## src/rtl/fwd_pkg.sv

```systemverilog
// Shared opcode constants and scoreboard entry type
// for the forwarding / hazard controller.
package fwd_pkg;

  localparam logic [6:0] OPC_LUI       = 7'b0110111;
  localparam logic [6:0] OPC_AUIPC     = 7'b0010111;
  localparam logic [6:0] OPC_JAL       = 7'b1101111;
  localparam logic [6:0] OPC_JALR      = 7'b1100111;
  localparam logic [6:0] OPC_BRANCH    = 7'b1100011;
  localparam logic [6:0] OPC_STORE     = 7'b0100011;
  localparam logic [6:0] OPC_LOAD      = 7'b0000011;
  localparam logic [6:0] OPC_ARI_ITYPE = 7'b0010011;
  localparam logic [6:0] OPC_ARI_RTYPE = 7'b0110011;
  localparam logic [6:0] OPC_CSR       = 7'b1110011;

  typedef struct packed {
    logic       valid;
    logic [4:0] rd;
    logic       is_load;
  } sb_entry_t;

endpackage

```

## src/rtl/fwd_decode.sv

```systemverilog
// Register-usage decode of the instruction sitting in decode:
// which of rd/rs1/rs2 are real and whether it is a load.
module fwd_decode
  import fwd_pkg::*;
(
  input  logic [31:0] inst,
  output logic        has_rd,
  output logic        has_rs1,
  output logic        has_rs2,
  output logic        is_load,
  output logic [4:0]  rd,
  output logic [4:0]  rs1,
  output logic [4:0]  rs2
);

  logic [6:0] opc;
  logic [2:0] funct3;
  logic       unused_bits;

  assign opc    = inst[6:0];
  assign funct3 = inst[14:12];
  assign rd     = inst[11:7];
  assign rs1    = inst[19:15];
  assign rs2    = inst[24:20];

  assign unused_bits = ^{inst[31:25], funct3[1:0]};

  assign has_rd = (opc != OPC_BRANCH) && (opc != OPC_STORE)
                && (rd != 5'd0);

  // CSR immediate forms reuse the rs1 field as a zimm
  assign has_rs1 = (opc != OPC_LUI) && (opc != OPC_AUIPC)
                 && (opc != OPC_JAL)
                 && !((opc == OPC_CSR) && funct3[2]);

  assign has_rs2 = (opc == OPC_ARI_RTYPE) || (opc == OPC_STORE)
                 || (opc == OPC_BRANCH);

  assign is_load = (opc == OPC_LOAD);

endmodule

```

## src/rtl/fwd_ctrl.sv

```systemverilog
// Forwarding select and load-use stall generation from a
// shift-register scoreboard of in-flight destinations.
module fwd_ctrl
  import fwd_pkg::*;
#(
  parameter int DEPTH        = 2,
  parameter int LOAD_BUBBLES = 1,
  parameter int SEL_W        = $clog2(DEPTH + 1)
) (
  input  logic             clk,
  input  logic             rst,
  input  logic [31:0]      dec_inst,
  input  logic             dec_valid,
  input  logic             flush,
  output logic [SEL_W-1:0] fwd_sel1,
  output logic [SEL_W-1:0] fwd_sel2,
  output logic             stall,
  output logic [31:0]      stall_count
);

  logic       has_rd;
  logic       has_rs1;
  logic       has_rs2;
  logic       is_load;
  logic [4:0] rd;
  logic [4:0] rs1;
  logic [4:0] rs2;

  fwd_decode u_dec (
    .inst    (dec_inst),
    .has_rd  (has_rd),
    .has_rs1 (has_rs1),
    .has_rs2 (has_rs2),
    .is_load (is_load),
    .rd      (rd),
    .rs1     (rs1),
    .rs2     (rs2)
  );

  sb_entry_t sb [1:DEPTH];

  logic [SEL_W-1:0] sel1;
  logic [SEL_W-1:0] sel2;
  logic             ld1;
  logic             ld2;
  logic             use1;
  logic             use2;

  assign use1 = dec_valid && has_rs1 && (rs1 != 5'd0);
  assign use2 = dec_valid && has_rs2 && (rs2 != 5'd0);

  // Walk oldest to youngest so the youngest writer wins
  always_comb begin
    sel1 = '0;
    sel2 = '0;
    ld1  = 1'b0;
    ld2  = 1'b0;
    for (int k = DEPTH; k >= 1; k--) begin
      if (use1 && sb[k].valid && (sb[k].rd == rs1)) begin
        sel1 = SEL_W'(k);
        ld1  = sb[k].is_load && (k <= LOAD_BUBBLES);
      end
      if (use2 && sb[k].valid && (sb[k].rd == rs2)) begin
        sel2 = SEL_W'(k);
        ld2  = sb[k].is_load && (k <= LOAD_BUBBLES);
      end
    end
  end

  assign stall    = !flush && (ld1 || ld2);
  assign fwd_sel1 = flush ? '0 : sel1;
  assign fwd_sel2 = flush ? '0 : sel2;

  always_ff @(posedge clk or posedge rst) begin
    if (rst) begin
      for (int k = 1; k <= DEPTH; k++) sb[k] <= '0;
    end else if (flush) begin
      for (int k = 1; k <= DEPTH; k++) sb[k] <= '0;
    end else begin
      for (int k = DEPTH; k >= 2; k--) sb[k] <= sb[k-1];
      if (stall) begin
        sb[1] <= '0;
      end else begin
        sb[1] <= '{valid:   has_rd & dec_valid,
                   rd:      rd,
                   is_load: is_load};
      end
    end
  end

  always_ff @(posedge clk or posedge rst) begin
    if (rst) begin
      stall_count <= '0;
    end else if (stall && (stall_count != '1)) begin
      stall_count <= stall_count + 32'd1;
    end
  end

endmodule

```

## config.mk

```make
export PLATFORM = sky130hd
export DESIGN_NAME = fwd_ctrl
export DESIGN_NICKNAME = d
export VERILOG_FILES = /design/src/rtl/fwd_pkg.sv /design/src/rtl/fwd_decode.sv /design/src/rtl/fwd_ctrl.sv
export SDC_FILE = /design/constraint.sdc
export NUM_CORES = 1
export LEC_CHECK = 0
export CAP_MARGIN = 15
export CORE_MARGIN = 2
export CORE_UTILIZATION = 42
export DETAILED_ROUTE_END_ITERATION = 8
export PLACE_DENSITY = 0.86
export REMOVE_ABC_BUFFERS = 1
export SYNTH_ARGS = -nofsm -noshare
export SYNTH_HDL_FRONTEND = slang
export SYNTH_SLANG_ARGS = --single-unit
```

## constraint.sdc

```tcl
create_clock -name clk -period 1.8 [get_ports clk]
set_input_delay 0.36 -clock clk [delete_from_list [all_inputs] [get_ports clk]]
set_output_delay 0.36 -clock clk [all_outputs]
set_load 0.01 [all_outputs]
```

==> impl_metrics.ini <==
[synthesis]
avgSynthCellArea_um2 = 10.4
synth_flop_cell = dfrtp_1
ys_ff_latch = 45
ys_seq_area_share_pct = 46.4
syn_area_um2 = 2420
yosys.area.top_type = dfrtp_1
synth-async-reset-ratio_pct = 100
synth_cell_types = 34
synth-simple-area-share_pct = 29.4
syn_inst = 234
synth_most_common_cell = dfrtp_1
synth-edff-count = 0
yosysWarnings = 0
synth_xor_area_share_pct = 18.4
synthAdderAreaFrac_pct = 0.516
ys_top_cells_by_count = dfrtp_1 (45), xnor2_1 (36), nand3_1 (27), xor2_1 (15), nand4_1 (14)
synth-compound-area-share_pct = 2.84
synth_mux_area_share_pct = 0.464
yosysTopAreaCellShare_pct = 46.4
ys_top_cells_by_area = dfrtp_1 (46%), xnor2_1 (13%), nand3_1 (5.6%), xor2_1 (5.4%), nand4_1 (3.6%)
synth_top_family_by_area = simple AND/OR/NAND/NOR gates

[placement]
dp_hpwl_um = 4980
io_buffers = 63
place_worst_setup_slack_ns = -1.09
gp_congestion = 0.831

[timing]
final-setup-viol-count = 44
layout_setup_ws_ns = -0.618
max_freq_mhz = 414
layout_worst_path_cycle_share_pct = 134
min_period_ns = 2.42
fin_hold_ws_ns = 0.420
skew_ns = 0.0130
hold_violations = 0
rsz0062_at_grt = yes
drv_slew = 0
tightest_slew_ns = 0.533
max-slew-margin-rel_pct = 64.1

[critical_path]
start_kind = flop
worstPathArrival_ns = 2.06
critical_path_class = reg2out
cp.required_ns = 1.44
endpoint_kind = output port
path_max_fanout = 2
cpMostUsedCell = buf_6
crit_path_max_incr_delay_ns = 0.41
crit_family = simple AND/OR/NAND/NOR gates
path_cells = buf_6, xor2_1, nor4_1, nand3_1, buf_6, o32ai_4, and2_4, buf_6
cp_slowest_cell = dfrtp_1
crit_buf_inv = 3

[clock_tree]
cts_tree = yes
root_buffer = clkbuf_8
htree_levels = 2
cts_sinks = 45
insertion_delay_ns = 0.30
clk_pin_slew_worst_paths_ns = 0.08
clockBufferDepth = 2
numCtsBuffers = 5

[job]
cap_viol_max_count = 0

[route]
drt_first_pass_iters = 4
vias = 2478
post_drt_wl_per_cell_um = 18.7
drt-initial-drc-count = 129
drc_errors = 0
ant_nets = 0
wirelength_um = 8510
vias_per_cell = 5.43

[floorplan]
coreArea_um2 = 5540
fp.dieH_um = 80.0
rows = 27
ios = 73
start_util_pct = 43.8
die_w_um = 80.0
die_area_um2 = 6400

[final_layout]
fin_util_pct = 77.4
diodes = 0
nets = 421
drive_above_1_share_pct = 39.1
syn2layout_area_growth_pct = 76.9

[run_status]
status = finished with violations
failed_checks = setup timing

[power_and_ir_drop]
power_per_cell_area_nw_per_um2 = 469
ir_drop_v = 0.000421
leakage_uw = 0.00195

[global_routing]
grt_max_degree = 46
grt_pass1_vias = 2705
grt_first_pass_wirelength_um = 13600
grt_usage_pct = 28.1
grt_overflow = 0
antenna_found_initial = 0

[min_path]
hold_path_class = in2async
==> worst paths after layout <==
kind / start / endpoint / slack, ns / depth (start not counted)
worst min register to register: stall_count[21] / stall_count[21] / 0.54 / 1
worst min-delay path: rst / stall_count[12] / 0.42 / 3
worst max-delay path: sb[12] / stall / -0.62 / 8
min in group clk: stall_count[21] / stall_count[21] / 0.54 / 1
max in group asynchronous: rst / stall_count[7] / 1.15 / 3
worst max register to register: sb[12] / stall_count[31] / -0.61 / 12
==> flip-flops by register name, summed over array words and instances, names as in the netlist <==
signal,count
sb,13
stall_count,32
==> where the power goes <==
group,leakage (uW),total [uW],internal (uW),switching (uW)
sequential,0.000619,1030,1020,12.0
combinational,0.00128,235,124,111
clock,0.0000540,744,404,340
==> worst register-to-register path, delay by kind of cell, from the launching register on <==
kind,cells,cell delay (ns)
AND/OR/NAND/NOR,3,0.55
XOR/XNOR,2,0.30
buffers and inverters,6,0.81
AO/OA/AOI/OAI,1,0.24
flip-flops,1,0.41
==> final cells by class <==
| cell class | count | area, um2 |
|---|---|---|
| Fill cell | 334 | 1250 |
| Clock buffer | 5 | 68.8 |
| Tap cell | 72 | 90.1 |
| Inverter | 3 | 11.3 |
| Clock inverter | 2 | 35.0 |
| Multi-Input combinational cell | 181 | 1600 |
| Sequential cell | 45 | 1130 |
| Timing Repair Buffer | 148 | 1360 |
==> stage by stage <==
stage	instance area (um2)	power (uW)	TNS, ns	instances
floorplan	2390	1120	-15.53	229
global placement	3630	1250	-33.73	432
detailed placement	3630	1260	-36.30	432
CTS	4210	2000	-18.75	455
global route	4290	2090	-24.84	456
finish	4290	2010	-21.06	456
==> what timing repair did <==
action	CTS	global route
pin swaps	43	24
endpoints found under the setup margin	44	44
gates resized for setup	119	22
hold buffers	0	0
cloned	3	0
buffers inserted	15	4
hold endpoints to repair	0	0
==> kinds of logic (layout without fill, tap and decap cells) <==
logic type / after synthesis / in the layout
compound gates: 6 / 6
simple gates: 122 / 122
fa+ha+maj: 1 / 1
xor+xnor: 51 / 51
buf+inv: 8 / 158
flops: 45 / 45
mux: 1 / 1
==> metal layers <==
metal | wire, um | global-route usage, %
met1 | 3300 | 32.7
met2 | 4590 | 50.6
met3 | 349 | 4.64
met4 | 270 | 12.0
met5 | 0 | 0
==> cells in the final DEF (no fill, tap or decap), types with 2 or more instances in the layout <==
cell,synthesis,final
nor3_4,0,2
xnor2_2,0,8
xnor2_1,36,28
nor2b_1,8,8
clkbuf_8,0,5
nand3_1,27,11
buf_6,1,14
and2_4,0,4
nand3b_1,3,3
nand3_4,0,9
buf_4,2,65
nor2_1,8,8
inv_1,3,3
nor3_2,0,2
and4_1,8,7
nand3_2,0,7
xor2_1,15,15
nor3_1,8,4
nand2b_1,2,2
dfrtp_1,45,45
or4_1,2,2
nand4b_1,2,2
clkdlybuf4s50_1,0,42
nand2_4,0,4
nand4_1,14,14
and3_1,9,7
and3_4,0,2
buf_12,0,4
nor4_1,7,4
nor4_2,1,4
buf_2,1,6
dlygate4sd2_1,0,13
buf_8,0,2
and2_1,9,5
nand2_1,11,6
(Power assumes the default switching activity.)
